### src/rtl/rect_commutation_ctrl.sv
// rect_commutation_ctrl: sequences rectifier sector/judge updates inside inverter zero vectors with SD blanking.
// Optional RECT_COMM_WATCHDOG_EN faults the block if no zero vector arrives within WD_CYCLES.
module rect_commutation_ctrl #(
  parameter int DEAD_CYCLES = 8,
  parameter int CNT_W       = 16,
  parameter int WD_CYCLES   = 1000
) (
  input  logic             sysclk,
  input  logic             global_rst,
  input  logic             enable,
  input  logic             fault_in,
  input  logic             fault_clr,
  input  logic [15:0]      sector_req,
  input  logic             judge_req,
  input  logic             inv_zero_vec,
  output logic [15:0]      grid_sector,
  output logic             grid_judge,
  output logic             SD,
  output logic             busy,
  output logic             fault,
  output logic             sector_err,
  output logic [CNT_W-1:0] comm_cnt
);
  typedef enum logic [2:0] {S_OFF, S_RUN, S_WAIT, S_BLANK, S_LOAD, S_FAULT} state_t;
  state_t      r_state, w_next;
  logic [7:0]  r_dead;
  logic [15:0] r_pend_sector;
  logic        r_pend_judge;
  logic        w_valid, w_same, w_err, w_wd_trip;
  assign w_valid = (sector_req >= 16'd1) && (sector_req <= 16'd6);
  assign w_same  = (sector_req == grid_sector) && (judge_req == grid_judge);
`ifdef RECT_COMM_WATCHDOG_EN
  localparam int WW = $clog2(WD_CYCLES + 1);
  logic [WW-1:0] r_wait;
  assign w_wd_trip = r_wait == WW'(WD_CYCLES - 1);
  always_ff @(posedge sysclk or posedge global_rst)
    if (global_rst) r_wait <= '0;
    else            r_wait <= (r_state == S_WAIT && w_next == S_WAIT) ? r_wait + WW'(1) : '0;
`else
  assign w_wd_trip = 1'b0;
  if (WD_CYCLES < 1) begin : g_wd_unused
  end
`endif
  // Priority: fault, then latched fault clear, then disable, then sequencing.
  always_comb begin
    w_next = r_state;
    w_err  = 1'b0;
    if (fault_in) w_next = S_FAULT;
    else if (r_state == S_FAULT) w_next = fault_clr ? S_OFF : S_FAULT;
    else if (!enable) w_next = S_OFF;
    else
      case (r_state)
        S_OFF: begin
          w_next = (inv_zero_vec && w_valid) ? S_RUN : S_OFF;
          w_err  = inv_zero_vec && !w_valid;
        end
        S_RUN: begin
          w_next = (!w_same && w_valid) ? S_WAIT : S_RUN;
          w_err  = !w_same && !w_valid;
        end
        S_WAIT:  w_next = w_same ? S_RUN : (inv_zero_vec && w_valid) ? S_BLANK : w_wd_trip ? S_FAULT : S_WAIT;
        S_BLANK: w_next = (r_dead <= 8'd1) ? S_LOAD : S_BLANK;
        S_LOAD:  w_next = S_RUN;
        default: w_next = S_OFF;
      endcase
  end
  always_ff @(posedge sysclk or posedge global_rst) begin
    if (global_rst) begin
      r_state       <= S_OFF;
      r_dead        <= '0;
      r_pend_sector <= '0;
      r_pend_judge  <= 1'b0;
      grid_sector   <= '0;
      grid_judge    <= 1'b0;
      SD            <= 1'b0;
      busy          <= 1'b0;
      fault         <= 1'b0;
      sector_err    <= 1'b0;
      comm_cnt      <= '0;
    end else begin
      r_state    <= w_next;
      SD         <= w_next inside {S_RUN, S_WAIT};
      busy       <= w_next inside {S_WAIT, S_BLANK, S_LOAD};
      fault      <= w_next == S_FAULT;
      sector_err <= w_err;
      if (r_state == S_OFF && w_next == S_RUN) begin
        grid_sector <= sector_req;
        grid_judge  <= judge_req;
      end
      if (r_state == S_WAIT && w_next == S_BLANK) begin
        r_pend_sector <= sector_req;
        r_pend_judge  <= judge_req;
        r_dead        <= 8'(DEAD_CYCLES);
      end else if (r_state == S_BLANK) begin
        r_dead <= r_dead - 8'd1;
      end
      // New sector lands on entry to LOAD, so it changes only while SD is low.
      if (r_state == S_BLANK && w_next == S_LOAD) begin
        grid_sector <= r_pend_sector;
        grid_judge  <= r_pend_judge;
        comm_cnt    <= comm_cnt + CNT_W'(1);
      end
    end
  end
endmodule

### config.mk
export PLATFORM = sky130hd
export DESIGN_NAME = rect_commutation_ctrl
export DESIGN_NICKNAME = d
export VERILOG_FILES = /design/src/rtl/rect_commutation_ctrl.sv
export SDC_FILE = /design/constraint.sdc
export NUM_CORES = 1
export LEC_CHECK = 0
export ABC_AREA = 1
export CAP_MARGIN = 40
export CORE_MARGIN = 3
export CORE_UTILIZATION = 40
export CTS_CLUSTER_SIZE = 25
export DETAILED_ROUTE_END_ITERATION = 10
export GPL_ROUTABILITY_DRIVEN = 0
export MAX_ROUTING_LAYER = met4
export PLACE_DENSITY = 0.71
export SKIP_LAST_GASP = 1
export SYNTH_ARGS = -nofsm -noshare
export SYNTH_HDL_FRONTEND = slang
export SYNTH_SLANG_ARGS = --single-unit
### constraint.sdc
create_clock -name sysclk -period 2.6 [get_ports sysclk]
set_input_delay 0.39 -clock sysclk [delete_from_list [all_inputs] [get_ports sysclk]]
set_output_delay 0.39 -clock sysclk [all_outputs]
set_load 0.02 [all_outputs]
==> run_results.csv, run 1 <==
group,metric,value,unit
synthesis,netlist_instances,411,
grt,grtUsageMet2,0.263,
die,die_area,0.00968,mm²
clock_tree,clock-sinks,65,
timing,finClkSkew,0.00792,ns
timing,slew_headroom,0.685,
die,dieWidth,98.4,µm
grt,first_global_vias,2669,
routing,wl_per_cell,12.7,µm
final_layout,drive_above_1_share,0.125,
synthesis,synth_area,0.00341,mm²
final_layout,nNetsFinal,508,
die,die_h,98.4,µm
synthesis,synth_edf_count,0,
pwr,p_total,2520,µW
grt,overflow,0,
grt,grt.busiest_layer,"met2",
grt,grt_max_degree,35,
timing,finalSetupViolations,0,
synthesis,synth_area_leader_cell,"dfrtp_1",
worst_setup_path,critPathRequiredTime,2.84,ns
timing,tightest_slew,0.469,ns
timing,clock.fmax,453,MHz
clock_tree,clk_latency,0.34,ns
pwr,p_leak,0.00212,µW
synthesis,synth_most_common_cell,"nand2_1",
timing,finalCritPeriodShare,0.850,
grt,track_usage,0.169,
synthesis,ys_seq_area_frac,0.477,
grt,use_met3,0.0279,
worst_setup_path,start_kind,"input port",
clock_tree,cts_hold_buffers,0,
final_layout,diodes,0,
synthesis,avgSynthCellArea,8.30,µm²
synthesis,synth-seq-cells,65,
synthesis,synthArstFlopShare,1.00,
routing,vias,2805,
synthesis,yosys_warnings,0,
routing,wirelength,7.54,mm
clock_tree,clkTransAtPathRegs,0.08,ns
routing,firstDrtPassIters,5,
timing,slew_violations,0,
synthesis,synth_common_cells,"nand2_1, dfrtp_1, nor2_1",
grt,grt_pass1_wl,13.0,mm
die,num_rows,33,
synthesis,synth_cell_types,38,
synthesis,yosysTopAreaCellShare,0.477,
final_layout,fillers,771,
worst_setup_path,critical_path_class,"in2reg",
timing,grt_setup_unrepaired,"false",
clock_tree,cts_tree,"built",
synthesis,synth_nets,437,
final_layout,synthToLayoutAreaGrowth,27.4,%
grt,antenna_found_initial,0,
die,ioPinCount,60,
timing,setup_tns,0,ns
placed_design,portBuffers,59,
grt,grt_use_met1,0.228,
routing,remaining_drc_errors,0,
clock_tree,post_cts_buffers,0,
timing,hold_viol,0,
worst_setup_path,cp_max_fo,20,
clock_tree,cts_root_buffer,"clkbuf_8",
synthesis,synth_top_flop_cell,"dfrtp_1",
worst_setup_path,end_kind,"flip-flop",
clock_tree,cts_buffer_depth,2,
routing,viasPerCell,4.74,
worst_hold_path,holdCritPathClass,"in2async",
timing,period_minus_slack,2.21,ns
routing,final_antenna_net_count,0,
pwr,power_density,581,mW/mm²
placed_design,place_hpwl,5.81,mm
synthesis,yosys-top-cells-area,"dfrtp_1, nand2_1, nand3_1, nor2_1, inv_1",
worst_setup_path,cp.arrival,2.45,ns
status,status,"completed",
clock_tree,cts_inserted_buffers,9,
clock_tree,h-tree-depth,3,
die,core_area,0.00826,mm²
run,cap_violations,0,
die,start_util,0.413,
clock_tree,ctsResizeCount,0,
pwr,irDropWorstVdd,0.000267,V
routing,drtIter0Drc,92,
## logic make-up (layout without fill, tap and decap cells)
family / Yosys count / count (layout) / synth area share
and+or+nand+nor: 235 / 235 / 0.334
buffers and inverters: 67 / 143 / 0.0883
DFF: 65 / 65 / 0.477
xor gates and xnor gates: 25 / 25 / 0.0641
AOI/OAI and AO/OA: 16 / 16 / 0.0260
adders and majority gates: 3 / 3 / 0.0110
## flip-flops by register name, indices dropped and copies added, names as in the netlist
register / cells
r_pend_sector: 16
r_pend_judge: 1
sector_err: 1
r_state: 3
grid_sector: 16
busy: 1
grid_judge: 1
r_dead: 8
fault: 1
SD: 1
comm_cnt: 16
## cell usage in the layout (no fill, tap or decap), drive strengths merged
cell type	netlist	final
bufinv	0	1
clkdlybuf4s50	0	59
nand3	45	45
nand2	110	110
nor2	59	59
nand4	3	3
xnor2	13	13
a22oi	1	1
nand3b	1	1
xor2	12	12
clkinv	2	6
nor3	12	12
clkbuf	0	10
a21oi	1	1
clkinvlp	0	1
o21a	1	1
dfrtp	65	65
nor4	4	4
and2	1	1
ha	3	3
inv	58	58
o21ai	13	13
buf	7	8
## worst paths after layout
path | endpoint | cells past startpoint | start | slack, ns
max | comm_cnt[15] | 15 | sector_req[1] | 0.39
min | grid_sector[4] | 2 | global_rst | 0.32
max reg2reg | comm_cnt[15] | 17 | r_dead[0] | 0.40
min reg2reg | grid_sector[11] | 2 | r_pend_sector[11] | 0.48
max in group asynchronous | grid_sector[2] | 3 | global_rst | 1.73
min in group sysclk | grid_sector[11] | 2 | r_pend_sector[11] | 0.48
## per-layer routing
metal	up-vias	wire length [µm]
li1	1413	-
met1	1315	3640
met2	59	3530
met3	18	246
met4	0	119
met5	-	0
## cell type report
class / count / area, µm² / share of cell area
clock buffers: 10 / 128 / 0.0294
clock inverters: 6 / 68.8 / 0.0158
inverters: 60 / 233 / 0.0535
multi-input cells: 279 / 1490 / 0.342
flip-flops and latches: 65 / 1630 / 0.374
well taps: 105 / 131 / 0.0302
repair buffers: 67 / 676 / 0.155
## worst max-delay path, cell delays in order
cell and delay (ns):
clkdlybuf4s50_1 0.57, xnor2_1 0.14, nand3_1 0.12, nor2_2 0.13
nand3_2 0.12, nand2_1 0.09, nand2_1 0.06, nand3_2 0.10
nand2_4 0.09, nand2_8 0.10, inv_4 0.06, nand2_4 0.20
clkinv_4 0.10, nand3b_1 0.10, nand2_1 0.06
## metrics by stage
step           instance area, µm²  setup WS, ns  utilization  hold slack (ns)  cells
3_3_place_gp                 4150        0.0954        0.503            0.459    576
4_1_cts                      4350         0.358        0.527            0.333    592
2_1_floorplan                3410         0.584            -            0.449    411
5_1_grt                      4350         0.131        0.527            0.345    592
3_5_place_dp                 4150        0.0404        0.503            0.463    576
6_report                     4350         0.390        0.527            0.323    592
## power breakdown
part	internal, µW	switching (µW)
registers	1080	75.5
clock network	446	403
logic	242	278
Note: power is estimated with default switching activity, not from simulation.
==> inputs of run 2 (changes only) <==
==> constraint.sdc (replaced) <==
create_clock -name sysclk -period 2.25 [get_ports sysclk]
set_input_delay 0.3375 -clock sysclk [delete_from_list [all_inputs] [get_ports sysclk]]
set_output_delay 0.3375 -clock sysclk [all_outputs]
set_load 0.02 [all_outputs]
==> run_results.csv, run 2 (synthesized netlist as in run 1, its figures left out) <==
group,metric,value,unit
pwr,power_density,665,mW/mm²
die,die_area,0.00968,mm²
grt,antenna_found_initial,0,
die,ioPinCount,60,
worst_hold_path,holdCritPathClass,"in2async",
clock_tree,cts_hold_buffers,0,
final_layout,mostFrequentLayoutCells,"nand2_1, dfrtp_1, clkdlybuf4s50_1, nor2_1, inv_1",
timing,setup_tns,0,ns
routing,final_antenna_net_count,0,
die,dieWidth,98.4,µm
worst_setup_path,slowest_stage,"clkdlybuf4s50_1",
timing,finClkSkew,0.00802,ns
timing,slew_headroom,0.676,
worst_setup_path,cpPeakStageDelay,0.51,ns
die,num_rows,33,
worst_setup_path,path_depth,18,
timing,finalSetupViolations,0,
timing,final.setup.worst_slack,0.151,ns
worst_setup_path,cp_max_fo,9,
grt,grt_pass1_wl,13.0,mm
final_layout,synthToLayoutAreaGrowth,33.6,%
worst_setup_path,cp.arrival,2.37,ns
pwr,p_total,3030,µW
routing,remaining_drc_errors,0,
routing,wirelength,7.86,mm
worst_setup_path,rr_worst_depth,16,
clock_tree,clkTransAtPathRegs,0.07,ns
timing,hold_viol,0,
final_layout,drive_above_1_share,0.161,
placed_design,portBuffers,59,
die,start_util,0.413,
final_layout,diodes,0,
clock_tree,clk_latency,0.34,ns
final_layout,top_regs,"comm_cnt (16), grid_sector (16), r_pend_sector (16)",
grt,track_usage,0.169,
timing,finalCritPeriodShare,0.933,
routing,drtIter0Drc,155,
final_layout,final_cells,609,
status,status,"completed",
die,core_area,0.00826,mm²
timing,period_minus_slack,2.10,ns
clock_tree,cts_inserted_buffers,9,
grt,overflow,0,
worst_setup_path,critPathRequiredTime,2.52,ns
placed_design,place_hpwl,5.86,mm
timing,slew_violations,0,
final_layout,fillers,774,
grt,first_global_vias,2845,
clock_tree,h-tree-depth,3,
clock_tree,cts_root_buffer,"clkbuf_8",
worst_setup_path,cp_top_family,"simple AND/OR/NAND/NOR gates",
routing,vias,2883,
clock_tree,cts_buffer_depth,2,
clock_tree,clock-sinks,65,
worst_setup_path,crit_buf_inv,4,
worst_setup_path,end_kind,"flip-flop",
pwr,irDropWorstVdd,0.000325,V
worst_setup_path,crit_chain,"clkdlybuf4s50_1, nand2_1, inv_1, nor2_1, nor2_1, nand2_1, nor2_2, nand3_2, nand2_1, nand2_1, nand3_2, nand2_4, nand2_8, inv_4, nand2_4, buf_4, nand3_1, nand2_1",
pwr,p_leak,0.00224,µW
timing,grt_setup_unrepaired,"true",
worst_setup_path,cp_common_cell,"nand2_1",
final_layout,layout_commonest_cell,"nand2_1",
placed_design,dp.cells,591,
die,die_h,98.4,µm
final_layout,nNetsFinal,526,
grt,grt_max_degree,66,
worst_setup_path,critical_path_class,"in2reg",
timing,tightest_slew,0.482,ns
run,cap_violations,0,
placed_design,place_ws,-0.248,ns
routing,firstDrtPassIters,5,
clock_tree,cts_tree,"built",
timing,clock.fmax,476,MHz
routing,viasPerCell,4.73,
routing,wl_per_cell,12.9,µm
worst_setup_path,start_kind,"input port",
[run 2: layout make-up]
class	instances	area [µm²]	share of cell area
inverters	60	233	0.0510
multi-input cells	280	1530	0.335
clock inverters	3	65.1	0.0143
repair buffers	84	833	0.183
well taps	105	131	0.0288
flip-flops and latches	65	1630	0.357
clock buffers	12	145	0.0318
[run 2: stage by stage]
step / hold slack, ns / util / instance area [µm²]
2_1_floorplan: 0.445 / - / 3410
3_3_place_gp: 0.460 / 0.519 / 4290
3_5_place_dp: 0.465 / 0.519 / 4290
4_1_cts: 0.393 / 0.545 / 4500
5_1_grt: 0.415 / 0.552 / 4560
6_report: 0.367 / 0.552 / 4560
[run 2: report_power, final]
part	internal [µW]	switching [µW]
clock network	647	422
logic	293	335
registers	1250	89.6
[run 2: path summary, 6_finish.rpt]
check | slack (ns) | startpoint | to
max in group asynchronous | 1.58 | global_rst | comm_cnt[13]
setup reg to reg | 0.15 | r_dead[1] | grid_sector[14]
setup / recovery | 0.15 | judge_req | grid_sector[0]
hold reg to reg | 0.48 | r_pend_sector[5] | grid_sector[5]
hold / removal | 0.37 | global_rst | r_pend_sector[6]
min in group sysclk | 0.40 | sector_req[1] | r_pend_sector[1]
[run 2: worst reg2reg max path: stages (launching register included)]
cell and delay (ns):
dfrtp_1 0.40, inv_1 0.09, ha_1 0.16, nor2_1 0.05, inv_1 0.08, nand3_2 0.13, nand2_2 0.10, nand2_1 0.05
nor2_1 0.11, nand3_2 0.10, nand2_4 0.11, nand2_8 0.09, inv_4 0.07, nand2_4 0.12, buf_12 0.17, nand3_1 0.08
nand2_1 0.06
[run 2: timing repair]
action,CTS,global route
buffers inserted,0,2
setup endpoints to repair,0,48
gates resized for setup,0,8
[run 2: metal layers]
layer	wire, µm	part of all wire	GRT usage	up-vias
li1	-	-	-	1458
met1	3540	0.45	0.213	1367
met2	3920	0.50	0.277	50
met3	278	0.035	0.0271	8
met4	119	0.015	0.0609	0
met5	0	0	-	-
==> inputs of run 3 (changes only) <==
--- a/config.mk
+++ b/config.mk
@@ -13,7 +13,7 @@
 export DETAILED_ROUTE_END_ITERATION = 10
 export GPL_ROUTABILITY_DRIVEN = 0
 export MAX_ROUTING_LAYER = met4
-export PLACE_DENSITY = 0.71
+export PLACE_DENSITY = 0.7
 export SKIP_LAST_GASP = 1
 export SYNTH_ARGS = -nofsm -noshare
 export SYNTH_HDL_FRONTEND = slang
==> run_results.csv, run 3 (synthesized netlist as in run 1, its figures left out) <==
group,metric,value,unit
grt,antenna_found_initial,0,
grt,use_met3,0.0243,
timing,hold_ws,0.380,ns
clock_tree,cts_root_buffer,"clkbuf_8",
clock_tree,clkTransAtPathRegs,0.07,ns
timing,finalCritPeriodShare,1.01,
clock_tree,clk_latency,0.34,ns
timing,clock.fmax,441,MHz
timing,setup_tns,-0.0309,ns
routing,remaining_drc_errors,0,
final_layout,synthToLayoutAreaGrowth,40.8,%
timing,slew_violations,0,
worst_setup_path,cp_max_fo,7,
worst_setup_path,critPathLaunch,"sector_req[10]",
final_layout,mostFrequentLayoutCells,"nand2_1, dfrtp_1, clkdlybuf4s50_1, nor2_1, inv_1",
pwr,clkPwrFrac,0.326,
routing,vias,3086,
pwr,seq_power_share,0.441,
worst_setup_path,reg2reg_from,"r_dead[0]",
final_layout,regArea,0.00163,mm²
clock_tree,cts_tree,"built",
final_layout,final_cell_area,0.00480,mm²
timing,finalSetupViolations,3,
placed_design,dpl-instance-area,0.00422,mm²
worst_hold_path,holdCritPathClass,"in2async",
timing,grt_setup_unrepaired,"true",
final_layout,diodes,0,
placed_design,place_hpwl,5.76,mm
timing,period_minus_slack,2.27,ns
placed_design,portBuffers,59,
grt,grtUsageMet2,0.283,
worst_setup_path,critical_path_class,"in2reg",
final_layout,fin_util,0.582,
worst_setup_path,start_kind,"input port",
pwr,switching_share,0.303,
final_layout,fillers,690,
routing,wl_per_cell,14.8,µm
grt,grt_max_degree,66,
worst_setup_path,endpoint,"grid_sector[15]",
routing,firstDrtPassIters,5,
final_layout,final_cells,619,
pwr,p_sw,924,µW
worst_setup_path,end_kind,"flip-flop",
clock_tree,cts_hold_buffers,0,
final_layout,drive_above_1_share,0.237,
die,start_util,0.413,
status,status,"finished with violations",
timing,slew_headroom,0.541,
pwr,p_leak,0.00232,µW
grt,track_usage,0.172,
routing,wirelength,9.16,mm
pwr,intPower,2120,µW
worst_setup_path,critPathRequiredTime,2.53,ns
pwr,combPwrFrac,0.233,
die,num_rows,33,
worst_setup_path,rr_worst_depth,16,
grt,grt_use_met1,0.211,
die,die_area,0.00968,mm²
pwr,irDropWorstVdd,0.000298,V
timing,tightest_slew,0.683,ns
final_layout,top_regs,"comm_cnt (16), grid_sector (16), r_pend_sector (16)",
die,die_h,98.4,µm
placed_design,dp.cells,584,
grt,grt_pass1_wl,13.0,mm
die,dieWidth,98.4,µm
grt,first_global_vias,2832,
pwr,power_density,634,mW/mm²
final_layout,multi_input_area,0.00170,mm²
die,core_area,0.00826,mm²
clock_tree,h-tree-depth,3,
die,ioPinCount,60,
routing,viasPerCell,4.99,
final_layout,layout_commonest_cell,"nand2_1",
clock_tree,clock-sinks,65,
grt,overflow,0,
grt,grt.busiest_layer,"met2",
worst_setup_path,r2r_slack,0.06,ns
clock_tree,cts_buffer_depth,2,
worst_setup_path,worstReg2RegEnd,"grid_sector[15]",
routing,final_antenna_net_count,0,
status,violations,"setup timing",
run,cap_violations,0,
worst_setup_path,cp.arrival,2.54,ns
timing,finClkSkew,0.00908,ns
clock_tree,cts_inserted_buffers,9,
timing,final.setup.worst_slack,-0.0180,ns
routing,drtIter0Drc,193,
final_layout,nNetsFinal,535,
timing,hold_viol,0,
## run 3: changes by cell type in the layout (fill, tap and decap cells not counted), moves of 4 or more
cell,change
nand2_2,+15
clkdlybuf4s50_1,-5
inv_1,-4
dlymetal6s2s_1,+5
nand2_1,-17
inv_2,+4
## run 3: metal layers
metal	wire length, µm	vias up
met4	189	0
li1	-	1482
met2	4670	88
met1	3810	1500
met5	0	-
met3	490	16
## run 3: how the worst min path moves through the flow
stage / startpoint / endpoint / slack, ns / depth (start not counted)
global route: sector_req[0] / r_pend_sector[0] / 0.38 / 3
detailed placement: r_pend_sector[4] / grid_sector[4] / 0.46 / 2
global placement: r_pend_sector[11] / grid_sector[11] / 0.45 / 2
finish: global_rst / grid_sector[14] / 0.38 / 3
CTS: global_rst / r_pend_sector[6] / 0.39 / 3
floorplan: fault_clr / fault / 0.45 / 1
## run 3: timing repair
item	4_1_cts	5_1_grt
setup endpoints to repair	0	46
resized for setup	0	56
setup buffers	0	13
## run 3: power groups by stage
stage / clock [µW] / sequential (µW) / combinational, µW
final: 992 / 1340 / 711
after global routing: 1060 / 1350 / 769
after CTS: 1000 / 1340 / 626
after detailed placement: 0 / 1360 / 623
after global placement: 0 / 1360 / 615
after floorplan: 0 / 1430 / 248
## run 3: worst max-delay path, stage by stage
cell	delay, ns
clkdlybuf4s50_1	0.45
nor2_1	0.14
nand2_1	0.08
nor3_2	0.21
and2_4	0.22
nand2_2	0.05
nand2_2	0.06
nand3_2	0.08
nand2_4	0.14
nand2_8	0.11
nor3_4	0.25
buf_6	0.14
clkbuf_16	0.14
nand2_2	0.05
nand2_1	0.07
## run 3: final cells by class
class / count / area share
Multi-Input combinational cell: 284 / 0.354
Sequential cell: 65 / 0.339
Timing Repair Buffer: 89 / 0.190
Inverter: 60 / 0.0490
Clock buffer: 11 / 0.0294
Tap cell: 105 / 0.0273
Clock inverter: 5 / 0.0115
## run 3: stage by stage
step / setup WS [ns] / total power (µW)
finish: -0.0180 / 3050
global route: -0.158 / 3180
CTS: 0.0617 / 2970
detailed placement: -0.275 / 1980
global placement: -0.184 / 1970
floorplan: 0.286 / 1680
